[src/rtl/branch_predict_sequencer.sv]
// Sequences 2-bit predictor lookups, tracks in-flight predictions in order,
// retires resolutions against the oldest entry and recovers on mispredicts.
module branch_predict_sequencer #(
    parameter int DEPTH       = 4,
    parameter int RECOVER_CYC = 2,
    parameter int CNT_W       = 16
) (
    input  logic                     clk,
    input  logic                     rst_n,
    input  logic                     fetch_req,
    output logic                     fetch_ready,
    output logic                     pred_valid,
    output logic                     pred_taken,
    output logic                     bp_request,
    input  logic                     bp_prediction,
    output logic                     bp_result,
    output logic                     bp_taken,
    input  logic                     resolve_valid,
    input  logic                     resolve_taken,
    output logic                     mispredict,
    output logic                     flush,
    output logic                     resolve_err,
    output logic [$clog2(DEPTH):0]   inflight,
    output logic [CNT_W-1:0]         branch_count,
    output logic [CNT_W-1:0]         mispredict_count
);
    localparam int PW = $clog2(DEPTH);
    localparam int RW = $clog2(RECOVER_CYC + 1);
    localparam logic [PW:0] FULL = (PW+1)'(DEPTH);

    typedef enum logic [1:0] {IDLE, WAIT_PRED, RECOVER} state_t;

    state_t           state;
    logic [DEPTH-1:0] q;
    logic [PW-1:0]    rd_ptr, wr_ptr;
    logic [RW-1:0]    rec_cnt;
    logic             pop, push, miss;

    assign fetch_ready = (state == IDLE) && (inflight < FULL);
    assign bp_request  = fetch_req && fetch_ready;
    assign pop         = resolve_valid && (inflight != '0);
    assign bp_result   = pop;
    assign bp_taken    = pop && resolve_taken;
    assign miss        = pop && (q[rd_ptr] != resolve_taken);
    // A mispredict in the lookup cycle kills the younger pending prediction
    assign push        = (state == WAIT_PRED) && !miss;

    always_ff @(posedge clk or negedge rst_n) begin
        if (!rst_n) begin
            state            <= IDLE;
            q                <= '0;
            rd_ptr           <= '0;
            wr_ptr           <= '0;
            rec_cnt          <= '0;
            inflight         <= '0;
            pred_valid       <= 1'b0;
            pred_taken       <= 1'b0;
            mispredict       <= 1'b0;
            flush            <= 1'b0;
            resolve_err      <= 1'b0;
            branch_count     <= '0;
            mispredict_count <= '0;
        end else begin
            pred_valid  <= push;
            pred_taken  <= push && bp_prediction;
            mispredict  <= miss;
            resolve_err <= resolve_valid && (inflight == '0);

            if (push) begin
                q[wr_ptr] <= bp_prediction;
                wr_ptr    <= wr_ptr + PW'(1);
            end
            if (pop) begin
                rd_ptr <= rd_ptr + PW'(1);
                if (branch_count != '1) branch_count <= branch_count + CNT_W'(1);
            end

            if (miss) begin
                if (mispredict_count != '1) mispredict_count <= mispredict_count + CNT_W'(1);
                // Collapse the queue onto the write pointer: everything younger is gone
                rd_ptr   <= wr_ptr;
                inflight <= '0;
                state    <= RECOVER;
                rec_cnt  <= RW'(RECOVER_CYC - 1);
                flush    <= 1'b1;
            end else begin
                inflight <= inflight + (PW+1)'(push) - (PW+1)'(pop);
                case (state)
                    IDLE:      if (bp_request) state <= WAIT_PRED;
                    WAIT_PRED: state <= IDLE;
                    RECOVER: begin
                        if (rec_cnt == '0) begin
                            state <= IDLE;
                            flush <= 1'b0;
                        end else begin
                            rec_cnt <= rec_cnt - RW'(1);
                        end
                    end
                    default:   state <= IDLE;
                endcase
            end
        end
    end
endmodule

[config.mk]
export PLATFORM = sky130hd
export DESIGN_NAME = branch_predict_sequencer
export DESIGN_NICKNAME = d
export VERILOG_FILES = /design/src/rtl/branch_predict_sequencer.sv
export SDC_FILE = /design/constraint.sdc
export NUM_CORES = 1
export LEC_CHECK = 0
export ABC_AREA = 0
export CAP_MARGIN = 20
export CORE_MARGIN = 1.5
export CORE_UTILIZATION = 53
export CTS_CLUSTER_DIAMETER = 80
export DETAILED_ROUTE_END_ITERATION = 8
export PLACE_DENSITY = 0.82
export SETUP_SLACK_MARGIN = 0.15
export SYNTH_ARGS = -nofsm -noshare
export SYNTH_HDL_FRONTEND = slang
export SYNTH_SLANG_ARGS = --single-unit
[constraint.sdc]
create_clock -name clk -period 7.51 [get_ports clk]
set_input_delay 2.253 -clock clk [delete_from_list [all_inputs] [get_ports clk]]
set_output_delay 2.253 -clock clk [all_outputs]
set_load 0.02 [all_outputs]
==> impl_metrics.tcl <==
set metrics [dict create \
    grt_util_met3 0.0442 \
    fp.dieArea_um2 5030 \
    numPortBuffers 49 \
    row_count 24 \
    synthAdderAreaFrac 0.0543 \
    yosys_most_used_dff "dfrtp_1" \
    status "finished clean" \
    worst_setup_path_start_kind "input port" \
    cp_max_fo 8 \
    worstMarginPinSlew_ps 917 \
    rrSetupSlack_ps 4570 \
    rsz0062_at_grt "no" \
    synthCells 216 \
    setup_viol 0 \
    drv_cap 0 \
    min_from "flush" \
    cp_common_cell "clkdlybuf4s50_1" \
    first_global_vias 1694 \
    slew_headroom 0.388 \
    cts.clk_slew.worst_paths_ps 90 \
    crit_path_end_kind "primary output" \
    via_per_inst 5.38 \
    yosysWarnings 0 \
    die_h_um 70.9 \
    pre_cts_ws_ps 1430 \
    ant_nets 0 \
    syn_avg_cell_area_um2 11.3 \
    finalPower_mw 1.08 \
    ys_seq_area_frac 0.533 \
    gr-usage-all-layers 0.198 \
    clk_latency_ps 310 \
    use_met2 0.306 \
    netlist_area_um2 2440 \
    synth_xor_area_frac 0.129 \
    arrival_ps 3840 \
    syn_nets 232 \
    io-pin-count 50 \
    critical_path_class "input port to primary output" \
    layout_common_cells "52 x dfrtp_1, 48 x clkdlybuf4s50_1, 28 x xnor2_1" \
    drive_gt1_frac 0.103 \
    dp.cells 316 \
    post-cts-setup-buffers 0 \
    reg2reg_from "rd_ptr[0]" \
    layout_commonest_cell "dfrtp_1" \
    hold_path.class "flop to flop" \
    design_area_um2 3110 \
    irDropWorstVdd_mv 0.211 \
    ff2ff_path_depth 12 \
    cpPeakStageDelay_ps 600 \
    synth.distinct_cells 35 \
    cts.sinks 52 \
    busiest_layer "met2" \
    synth_top_family_by_area "simple AND/OR/NAND/NOR gates" \
    root_buffer "clkbuf_8" \
    cts.path.max_buffers 2 \
    use_met1 0.276 \
    grt_overflow 0 \
    crit_chain "clkdlybuf4s50_1 -> o31ai_2 -> inv_2 -> and2_1 -> clkdlybuf4s50_1" \
    synth-simple-area-share 0.181 \
    cts_resized 0 \
    crit_slowest_cell "clkdlybuf4s50_1" \
    required_ps 5260 \
    min_to "flush" \
    maxSlewViolCount 0 \
    antenna_found_initial 0 \
    hold_viol_final 0 \
    finalSetupTns_ps 0 \
    place_area_um2 2990 \
    cts_hold_buf 0 \
    worstHoldPathCells 2 \
    synth_seq_cells 52 \
    post_drt_wl_per_cell_um 14.2 \
    worst_slack_ps 1420 \
    dr_total_vias 1743 \
    start_util 0.557 \
    hpwl_mm 3.34 \
    area_growth_pct 27.3 \
    finalCritPeriodShare 0.811 \
    drt-initial-drc-count 105 \
    cellPowerDensity_nw_per_um2 347 \
    p_leak_nw 1.36 \
    tritoncts "built" \
    n_antenna_cell 0 \
    nets 287 \
    die_x_um 70.9 \
    grt_max_degree 53 \
    synth-compound-area-share 0.0348 \
    coreArea_um2 4380 \
    grt_pass1_wl_mm 7.85 \
    synth-async-reset-ratio 1.00 \
    max_clock_freq_mhz 164 \
    drt-total-wl_mm 4.60 \
    layout_min_cycle_time_ps 6090 \
    synthMuxAreaShare 0.0456 \
    synth_edf_count 0 \
    clock_skew_ps 10.5 \
    first_pass_iters 4 \
    cts_buffers 5 \
    drc 0 \
    place_congestion 0.765 \
    h-tree-depth 2 \
    final_cells 324 \
    rr_endpoint "inflight[2]" \
]
Yosys cell counts, types with 5 or more instances:
cell / n / share of area
nor2_1: 11 / 0.017
dfrtp_1: 52 / 0.53
nand4_1: 13 / 0.033
nor3_1: 5 / 0.010
ha_1: 9 / 0.046
mux2_2: 7 / 0.032
nand3_1: 14 / 0.029
xnor2_1: 28 / 0.10
nand2_1: 23 / 0.035
xor2_1: 6 / 0.022
and3_1: 6 / 0.015
inv_1: 11 / 0.017
per-stage QoR:
step | util | hold slack [ps]
after floorplan | - | 474
after global placement | 0.682 | 463
after detailed placement | 0.682 | 462
after CTS | 0.710 | 485
after global routing | 0.710 | 516
final | 0.710 | 484
report_power, final:
part	internal (mW)	switching [mW]	leakage, nW
logic	0.212	0.230	0.616
clock network	0.109	0.0925	0.0614
registers	0.357	0.0794	0.679
final cells by class:
type	count	area (um2)
multi-input cells	150	1090
fillers	326	1270
clock buffers	6	82.6
inverters	12	45.0
well taps	52	65.1
clock inverters	2	38.8
flip-flops and latches	52	1300
repair buffers	50	493
layer usage:
| layer | vias up | wire length (um) |
|---|---|---|
| li1 | 848 | - |
| met1 | 842 | 2150 |
| met2 | 45 | 2170 |
| met3 | 8 | 190 |
| met4 | 0 | 89 |
| met5 | - | 0 |
flip-flops by register name, summed over array words and instances (netlist names):
| signal | flops |
|---|---|
| mispredict | 1 |
| resolve_err | 1 |
| rec_cnt | 2 |
| pred_taken | 1 |
| flush | 1 |
| wr_ptr | 2 |
| q | 4 |
| pred_valid | 1 |
| rd_ptr | 2 |
| mispredict_count | 16 |
| branch_count | 16 |
| state | 2 |
| inflight | 3 |
critical path, delay by kind of cell:
family                 cells  cell delay, ps
AO/OA/AOI/OAI              1             150
buffers and inverters      3            1280
AND/OR/NAND/NOR            1             160
worst max path at each step:
stage	start	cells past startpoint	to
3_3_place_gp	resolve_valid	5	bp_taken
2_1_floorplan	resolve_valid	3	bp_taken
5_1_grt	resolve_valid	5	bp_taken
3_5_place_dp	resolve_valid	5	bp_taken
4_1_cts	resolve_valid	5	bp_taken
6_report	resolve_valid	5	bp_taken
cell families after synthesis:
group | after synthesis
XOR/XNOR | 35
adder cells (fa/ha/maj) | 10
flip-flops | 52
AO/OA/AOI/OAI | 10
multiplexers | 9
AND/OR/NAND/NOR | 86
buffers and inverters | 14
Power figures use the tool's default switching activity.
